<file path="config.mk">
export PLATFORM = sky130hd
export DESIGN_NAME = control_sequencer
export DESIGN_NICKNAME = d
export VERILOG_FILES = /design/src/rtl/control_sequencer_pkg.sv /design/src/rtl/control_sequencer_branch_cond.sv /design/src/rtl/control_sequencer.sv
export SDC_FILE = /design/constraint.sdc
export NUM_CORES = 1
export LEC_CHECK = 0
export BUFFER_PORTS_ARGS = -buffer_cell sky130_fd_sc_hd__buf_2
export CAP_MARGIN = 20
export CORE_MARGIN = 5
export CORE_UTILIZATION = 54
export CTS_CLUSTER_DIAMETER = 100
export DETAILED_ROUTE_END_ITERATION = 8
export PLACE_DENSITY = 0.92
export REMOVE_ABC_BUFFERS = 1
export SYNTH_ARGS = -nofsm -noshare
export SYNTH_HDL_FRONTEND = slang
export SYNTH_SLANG_ARGS = --single-unit
</file>
<file path="constraint.sdc">
create_clock -name clk -period 4.4 [get_ports clk]
set_input_delay 0.66 -clock clk [delete_from_list [all_inputs] [get_ports clk]]
set_output_delay 0.66 -clock clk [all_outputs]
set_load 0.01 [all_outputs]
</file>
<file path="src/rtl/control_sequencer_pkg.sv">
// Shared definitions for the mARC control unit: state bit positions, one-hot
// state vectors, instruction classes, branch conditions, trap causes and PSR
// flag positions. Used by both the sequencer and the output logic.
package marc_ctrl_pkg;

    localparam int NUM_STATES = 13;

    // Bit index of each state within the one-hot state vector
    localparam int S_FETCH     = 0;
    localparam int S_IDLE      = 1;
    localparam int S_DECODE    = 2;
    localparam int S_ALU_REG   = 3;
    localparam int S_ALU_IMM   = 4;
    localparam int S_MEM       = 5;
    localparam int S_BR_EVAL   = 6;
    localparam int S_BR_TAKE   = 7;
    localparam int S_TRAP      = 8;
    localparam int S_CALL_LINK = 9;
    localparam int S_CALL_JUMP = 10;
    localparam int S_JMPL      = 11;
    localparam int S_PC_INC    = 12;

    typedef logic [NUM_STATES-1:0] state_vec_t;

    localparam state_vec_t ST_FETCH     = state_vec_t'(1) << S_FETCH;
    localparam state_vec_t ST_IDLE      = state_vec_t'(1) << S_IDLE;
    localparam state_vec_t ST_DECODE    = state_vec_t'(1) << S_DECODE;
    localparam state_vec_t ST_ALU_REG   = state_vec_t'(1) << S_ALU_REG;
    localparam state_vec_t ST_ALU_IMM   = state_vec_t'(1) << S_ALU_IMM;
    localparam state_vec_t ST_MEM       = state_vec_t'(1) << S_MEM;
    localparam state_vec_t ST_BR_EVAL   = state_vec_t'(1) << S_BR_EVAL;
    localparam state_vec_t ST_BR_TAKE   = state_vec_t'(1) << S_BR_TAKE;
    localparam state_vec_t ST_TRAP      = state_vec_t'(1) << S_TRAP;
    localparam state_vec_t ST_CALL_LINK = state_vec_t'(1) << S_CALL_LINK;
    localparam state_vec_t ST_CALL_JUMP = state_vec_t'(1) << S_CALL_JUMP;
    localparam state_vec_t ST_JMPL      = state_vec_t'(1) << S_JMPL;
    localparam state_vec_t ST_PC_INC    = state_vec_t'(1) << S_PC_INC;

    // PSR flag positions within status[4:0] = {IE, C, V, N, Z}
    localparam int PSR_Z  = 0;
    localparam int PSR_N  = 1;
    localparam int PSR_V  = 2;
    localparam int PSR_C  = 3;
    localparam int PSR_IE = 4;

    // Opcode field ir[14:12] codes
    localparam logic [2:0] OP0_MEM    = 3'b111;
    localparam logic [2:0] OP1_BRANCH = 3'b000;
    localparam logic [2:0] OP1_CALL   = 3'b001;
    localparam logic [2:0] OP1_JMPL   = 3'b010;
    localparam logic [2:0] OP1_RETURN = 3'b011;
    localparam logic [2:0] OP1_HALT   = 3'b100;

    typedef enum logic [2:0] {
        BC_JUMP = 3'b000,
        BC_BA   = 3'b001,
        BC_BNE  = 3'b010,
        BC_BE   = 3'b011,
        BC_BG   = 3'b100,
        BC_BLE  = 3'b101,
        BC_BGE  = 3'b110,
        BC_BL   = 3'b111
    } br_cond_e;

    typedef enum logic [1:0] {
        TRAP_IRQ     = 2'd0,
        TRAP_ILLEGAL = 2'd1,
        TRAP_TIMEOUT = 2'd2
    } trap_cause_e;

    typedef enum logic [3:0] {
        CLS_ALU_REG,
        CLS_ALU_IMM,
        CLS_MEM,
        CLS_BRANCH,
        CLS_CALL,
        CLS_JMPL,
        CLS_RETURN,
        CLS_HALT,
        CLS_ILLEGAL
    } insn_class_e;

    // Classify an instruction word into the state the sequencer dispatches to
    function automatic insn_class_e decode_class(input logic [15:0] insn);
        insn_class_e cls;
        if (!insn[15]) begin
            if (insn[14:12] == OP0_MEM) begin
                cls = CLS_MEM;
            end else if (insn[4]) begin
                cls = CLS_ALU_IMM;
            end else begin
                cls = CLS_ALU_REG;
            end
        end else begin
            case (insn[14:12])
                OP1_BRANCH: cls = CLS_BRANCH;
                OP1_CALL:   cls = CLS_CALL;
                OP1_JMPL:   cls = CLS_JMPL;
                OP1_RETURN: cls = CLS_RETURN;
                OP1_HALT:   cls = CLS_HALT;
                default:    cls = CLS_ILLEGAL;
            endcase
        end
        return cls;
    endfunction

endpackage

</file>
<file path="src/rtl/control_sequencer_branch_cond.sv">
// Branch condition evaluator: maps the 3-bit condition field and the PSR
// arithmetic flags to a single taken decision. Purely combinational.
module branch_cond
    import marc_ctrl_pkg::*;
(
    input  logic [2:0] i_cond,
    input  logic [3:0] i_flags,
    output logic       o_taken
);

    // Signed-compare conditions are built from "less than" = N xor V
    function automatic logic eval_cond(input br_cond_e cond, input logic [3:0] flags);
        logic z;
        logic lt;
        logic taken;
        z  = flags[PSR_Z];
        lt = flags[PSR_N] ^ flags[PSR_V];
        case (cond)
            BC_JUMP, BC_BA: taken = 1'b1;
            BC_BNE:         taken = ~z;
            BC_BE:          taken = z;
            BC_BG:          taken = ~z & ~lt;
            BC_BLE:         taken = z | lt;
            BC_BGE:         taken = ~lt;
            BC_BL:          taken = lt;
            default:        taken = 1'b0;
        endcase
        return taken;
    endfunction

    // Evaluate the selected condition against the current flags
    always_comb begin
        o_taken = eval_cond(br_cond_e'(i_cond), i_flags);
    end

endmodule

</file>
<file path="src/rtl/control_sequencer.sv">
// mARC control sequencer: one-hot next-state machine stepping fetch, decode
// and execute, sequencing memory handshakes under a wait-state watchdog and
// entering TRAP on interrupts, illegal opcodes and bus timeouts.
module control_sequencer
    import marc_ctrl_pkg::*;
#(
    parameter int TIMEOUT_CYCLES = 15
) (
    input  logic        clk,
    input  logic        rst,
    input  logic        run,
    input  logic [15:0] ir,
    input  logic [4:0]  status,
    input  logic        irq,
    input  logic        mem_ready,
    output logic [12:0] state,
    output logic        mem_req,
    output logic        ir_we,
    output logic        irq_ack,
    output logic [1:0]  trap_cause,
    output logic        retired
);

    // Count value whose next unanswered wait cycle reaches the timeout
    localparam logic [7:0] WD_LAST = 8'(TIMEOUT_CYCLES - 1);

    state_vec_t  r_state;
    state_vec_t  w_next_state;
    state_vec_t  w_boundary;
    logic [7:0]  r_wd_cnt;
    logic        w_wd_expire;
    logic        w_mem_wait;
    logic        w_br_taken;
    trap_cause_e w_trap_cause;
    trap_cause_e r_trap_cause;
    logic        r_irq_ack;

    branch_cond u_branch_cond (
        .i_cond  (ir[10:8]),
        .i_flags (status[3:0]),
        .o_taken (w_br_taken)
    );

    assign w_wd_expire = (r_wd_cnt == WD_LAST);
    assign w_mem_wait  = mem_req & ~mem_ready;
    assign w_boundary  = run ? ST_FETCH : ST_IDLE;

    assign state      = r_state;
    assign irq_ack    = r_irq_ack;
    assign trap_cause = r_trap_cause;

    // State register; reset parks the machine in IDLE and abandons any access
    always_ff @(posedge clk) begin
        if (rst) begin
            r_state <= ST_IDLE;
        end else begin
            r_state <= w_next_state;
        end
    end

    // Next-state selection and trap cause for any TRAP entry
    always_comb begin
        w_next_state = ST_IDLE;
        w_trap_cause = TRAP_IRQ;
        case (r_state)
            ST_IDLE: w_next_state = run ? ST_FETCH : ST_IDLE;
            ST_FETCH: begin
                if (mem_ready) begin
                    w_next_state = ST_DECODE;
                end else if (w_wd_expire) begin
                    w_next_state = ST_TRAP;
                    w_trap_cause = TRAP_TIMEOUT;
                end else begin
                    w_next_state = ST_FETCH;
                end
            end
            ST_DECODE: begin
                case (decode_class(ir))
                    CLS_MEM:     w_next_state = ST_MEM;
                    CLS_ALU_IMM: w_next_state = ST_ALU_IMM;
                    CLS_ALU_REG: w_next_state = ST_ALU_REG;
                    CLS_BRANCH:  w_next_state = ST_BR_EVAL;
                    CLS_CALL:    w_next_state = ST_CALL_LINK;
                    CLS_JMPL:    w_next_state = ST_JMPL;
                    CLS_RETURN:  w_next_state = ST_PC_INC;
                    CLS_HALT:    w_next_state = ST_IDLE;
                    default: begin
                        w_next_state = ST_TRAP;
                        w_trap_cause = TRAP_ILLEGAL;
                    end
                endcase
            end
            ST_ALU_REG, ST_ALU_IMM: w_next_state = ST_PC_INC;
            ST_MEM: begin
                if (mem_ready) begin
                    w_next_state = ST_PC_INC;
                end else if (w_wd_expire) begin
                    w_next_state = ST_TRAP;
                    w_trap_cause = TRAP_TIMEOUT;
                end else begin
                    w_next_state = ST_MEM;
                end
            end
            ST_BR_EVAL:   w_next_state = w_br_taken ? ST_BR_TAKE : ST_PC_INC;
            ST_CALL_LINK: w_next_state = ST_CALL_JUMP;
            ST_PC_INC: begin
                if (irq && status[PSR_IE]) begin
                    w_next_state = ST_TRAP;
                    w_trap_cause = TRAP_IRQ;
                end else begin
                    w_next_state = w_boundary;
                end
            end
            ST_BR_TAKE, ST_CALL_JUMP, ST_JMPL, ST_TRAP: w_next_state = w_boundary;
            default: w_next_state = ST_IDLE;
        endcase
    end

    // Outputs decoded from the state register (ir_we also qualifies on mem_ready)
    always_comb begin
        mem_req = r_state[S_FETCH] | r_state[S_MEM];
        ir_we   = r_state[S_FETCH] & mem_ready;
        retired = r_state[S_PC_INC] | r_state[S_BR_TAKE]
                | r_state[S_CALL_JUMP] | r_state[S_JMPL];
    end

    // Watchdog: counts unanswered wait cycles, restarts whenever an access starts or ends
    always_ff @(posedge clk) begin
        if (rst || !w_mem_wait || (w_next_state != r_state)) begin
            r_wd_cnt <= 8'd0;
        end else begin
            r_wd_cnt <= r_wd_cnt + 8'd1;
        end
    end

    // Latch the trap cause and pulse irq_ack on an interrupt-driven TRAP entry
    always_ff @(posedge clk) begin
        if (rst) begin
            r_trap_cause <= TRAP_IRQ;
            r_irq_ack    <= 1'b0;
        end else begin
            r_irq_ack <= (w_next_state == ST_TRAP) && (w_trap_cause == TRAP_IRQ);
            if (w_next_state == ST_TRAP) begin
                r_trap_cause <= w_trap_cause;
            end
        end
    end

endmodule

</file>
==> results.py <==
metrics = {
    "floorplan": {
        "initial_utilization_pct": 56.4,
        "core_area_sq_um": 2450,
        "die_h_um": 60.6,
        "io_pins": 45,
        "die_width_um": 60.6,
        "rows": 18,
        "die_area_sq_um": 3670,
    },
    "grt": {
        "track_usage_pct": 19.9,
        "grt-ovfl-total": 0,
        "grt_pass1_vias": 1373,
        "grt_pass1_wl_mm": 5.70,
        "grt_max_degree": 15,
        "antenna_found_initial": 0,
    },
    "synthesis": {
        "synth.ff_latch_count": 24,
        "synth_ff_type": "dfxtp_1",
        "syn-cell-area_sq_um": 1380,
        "syn_inst": 158,
        "synth-edff-count": 0,
        "synth.distinct_cells": 49,
        "seq_area_frac_synth_pct": 34.7,
        "async_reset_ff_share_pct": 0,
        "avgSynthCellArea_sq_um": 8.76,
        "ys_warn_count": 0,
    },
    "placed_design": {
        "port_buffers": 35,
        "post-place-ws_ns": 2.44,
        "place.gp.congestion": 0.898,
        "post-dp-hpwl_mm": 2.65,
    },
    "clocking": {
        "cts_resized": 0,
        "worstSkewPairLatency_ns": 0.32,
        "cts_setup_buffers": 0,
        "cts_sinks": 24,
        "cts_tree": "built",
        "cts_buffers": 3,
        "cts_root_buf": "clkbuf_4",
        "cts_buffer_depth": 2,
        "cts-htree-levels": 1,
        "cts_hold_buf": 0,
        "clkTransAtPathRegs_ns": 0.13,
    },
    "pwr": {
        "power_density_nw_per_um2": 243,
        "vdd_ir_drop_max_mv": 0.178,
        "leakage_nw": 0.700,
        "power_w": 0.000393,
    },
    "sta": {
        "finClkSkew_ns": 0.00893,
        "timing.hold.ws_ns": 0.483,
        "period_share_pct": 46.8,
        "slew_violations": 0,
        "setup_violations": 0,
        "max_freq_mhz": 485,
        "worst_slack_ns": 2.34,
        "timing.setup.tns_ns": 0,
        "post-route-min-period_ns": 2.06,
        "rsz0062_at_grt": "no",
        "slew-limit-headroom_pct": 52.6,
        "finalHoldViolCount": 0,
        "tightest_slew_ns": 0.705,
    },
    "critical_path": {
        "crit_path_start_kind": "register",
        "crit_start": "state[7]",
        "crit_path_end_kind": "output port",
        "crit_path_max_fanout": 7,
        "critPathMaxStageDelay_ns": 0.53,
        "cp_cell_sequence": "or4_1, buf_2",
        "critPathCapture": "retired",
        "crit_type": "register to output port",
        "crit_required_ns": 3.74,
        "r2r_end": "r_wd_cnt[4]",
        "slowest_stage": "or4_1",
        "cp.arrival_ns": 1.40,
        "r2r_slack_ns": 2.42,
        "r2r_start": "state[11]",
        "r2r_cells": 5,
    },
    "run": {
        "cap_violations": 0,
    },
    "detailed_routing": {
        "first_iter_violations": 107,
        "drtAntennaViolNets": 0,
        "routed_via_density": 6.26,
        "firstDrtPassIters": 4,
        "avgRoutedWirePerCell_um": 15.0,
        "post-route-drc-count": 0,
        "wirelength_mm": 3.36,
        "vias": 1402,
    },
    "layout": {
        "fill_cells": 205,
        "final_common_cell": "buf_2",
        "syn2layout_area_growth_pct": 17.1,
        "fin_nets": 223,
        "n_antenna_cell": 0,
        "layout_common_cells": "buf_2, dfxtp_1, nor2_1",
        "drive_above_1_share_pct": 25.8,
    },
    "min_path": {
        "hp-class": "register to register",
    },
    "status": {
        "status": "finished clean",
    },
}
-- worst min-delay path by stage --
stage | start | end | slack (ns) | cells past startpoint
6_report | trap_cause[0] | trap_cause[0] | 0.48 | 2
5_1_grt | trap_cause[0] | trap_cause[0] | 0.52 | 2
4_1_cts | trap_cause[0] | trap_cause[0] | 0.49 | 2
3_5_place_dp | trap_cause[0] | trap_cause[0] | 0.47 | 2
3_3_place_gp | trap_cause[1] | trap_cause[1] | 0.45 | 2
2_1_floorplan | r_wd_cnt[0] | r_wd_cnt[0] | 0.44 | 1
-- flip-flops by register name, indices dropped and copies added (netlist names) --
signal      flops
trap_cause      2
state          13
irq_ack         1
r_wd_cnt        8
-- per-layer routing --
metal	wire, um	track usage [%]	vias to the layer above
li1	-	-	667
met1	1350	23.6	660
met2	1660	33.4	65
met3	262	4.26	10
met4	82	10.8	0
met5	0	0	-
-- power breakdown --
part           switching, W  internal [W]   total, W
clock network     0.0000631     0.0000506   0.000114
logic             0.0000301     0.0000241  0.0000543
registers        0.00000572      0.000220   0.000225
total             0.0000990      0.000294   0.000393
-- per-stage QoR --
step	cells	util [%]	cell area [sq um]
after global placement	220	64.5	1580
after CTS	224	66.0	1620
after global routing	224	66.0	1620
final	224	66.0	1620
after floorplan	155	-	1370
after detailed placement	220	64.5	1580
-- layout make-up --
cell class                 instances  area [sq um]  share of cell area, %
clock buffer                       4          36.3                   2.24
timing repair buffer              35           175                   10.8
sequential                        24           480                   29.7
inverter                           4          15.0                  0.927
multi-input combinational        127           876                   54.1
tap                               30          37.5                   2.32
-- cells in the mapped netlist (2+ instances only) --
cell | number | share of area [%]
nor4_1 | 6 | 2.7
o21ai_0 | 7 | 2.5
dfxtp_1 | 24 | 35
a21o_1 | 2 | 1.1
nand4b_1 | 2 | 1.3
a31oi_1 | 2 | 0.90
nand2b_1 | 3 | 1.4
and3_1 | 3 | 1.4
nor2b_1 | 3 | 1.4
nor4_2 | 3 | 2.7
o211ai_1 | 4 | 2.2
or3b_1 | 2 | 1.3
nor3_1 | 3 | 1.1
a21oi_1 | 3 | 1.1
xor2_1 | 9 | 5.7
nand3_1 | 10 | 3.6
nand2_1 | 5 | 1.4
or3_1 | 2 | 0.90
inv_1 | 4 | 1.1
clkbuf_1 | 2 | 0.54
nor2_1 | 22 | 6.0
xnor2_1 | 3 | 1.9
ha_1 | 2 | 1.8
and2_1 | 2 | 0.90
nand4_1 | 6 | 2.7
-- worst max-delay path, delay by kind of cell, from the launching register on --
family	cells	cell delay, ns
flip-flops	1	0.41
buffers and inverters	1	0.15
AND/OR/NAND/NOR	1	0.53
-- kinds of logic (layout without fill, tap and decap cells) --
| group | count (synthesis) | in the layout | share of synthesized area [%] |
|---|---|---|---|
| AND/OR/NAND/NOR | 83 | 83 | 37.0 |
| AO/OA/AOI/OAI | 30 | 30 | 16.9 |
| flip-flops | 24 | 24 | 34.7 |
| XOR/XNOR | 12 | 12 | 7.60 |
| buffers and inverters | 7 | 43 | 1.99 |
| adder cells (fa/ha/maj) | 2 | 2 | 1.81 |
(Power assumes the default switching activity.)
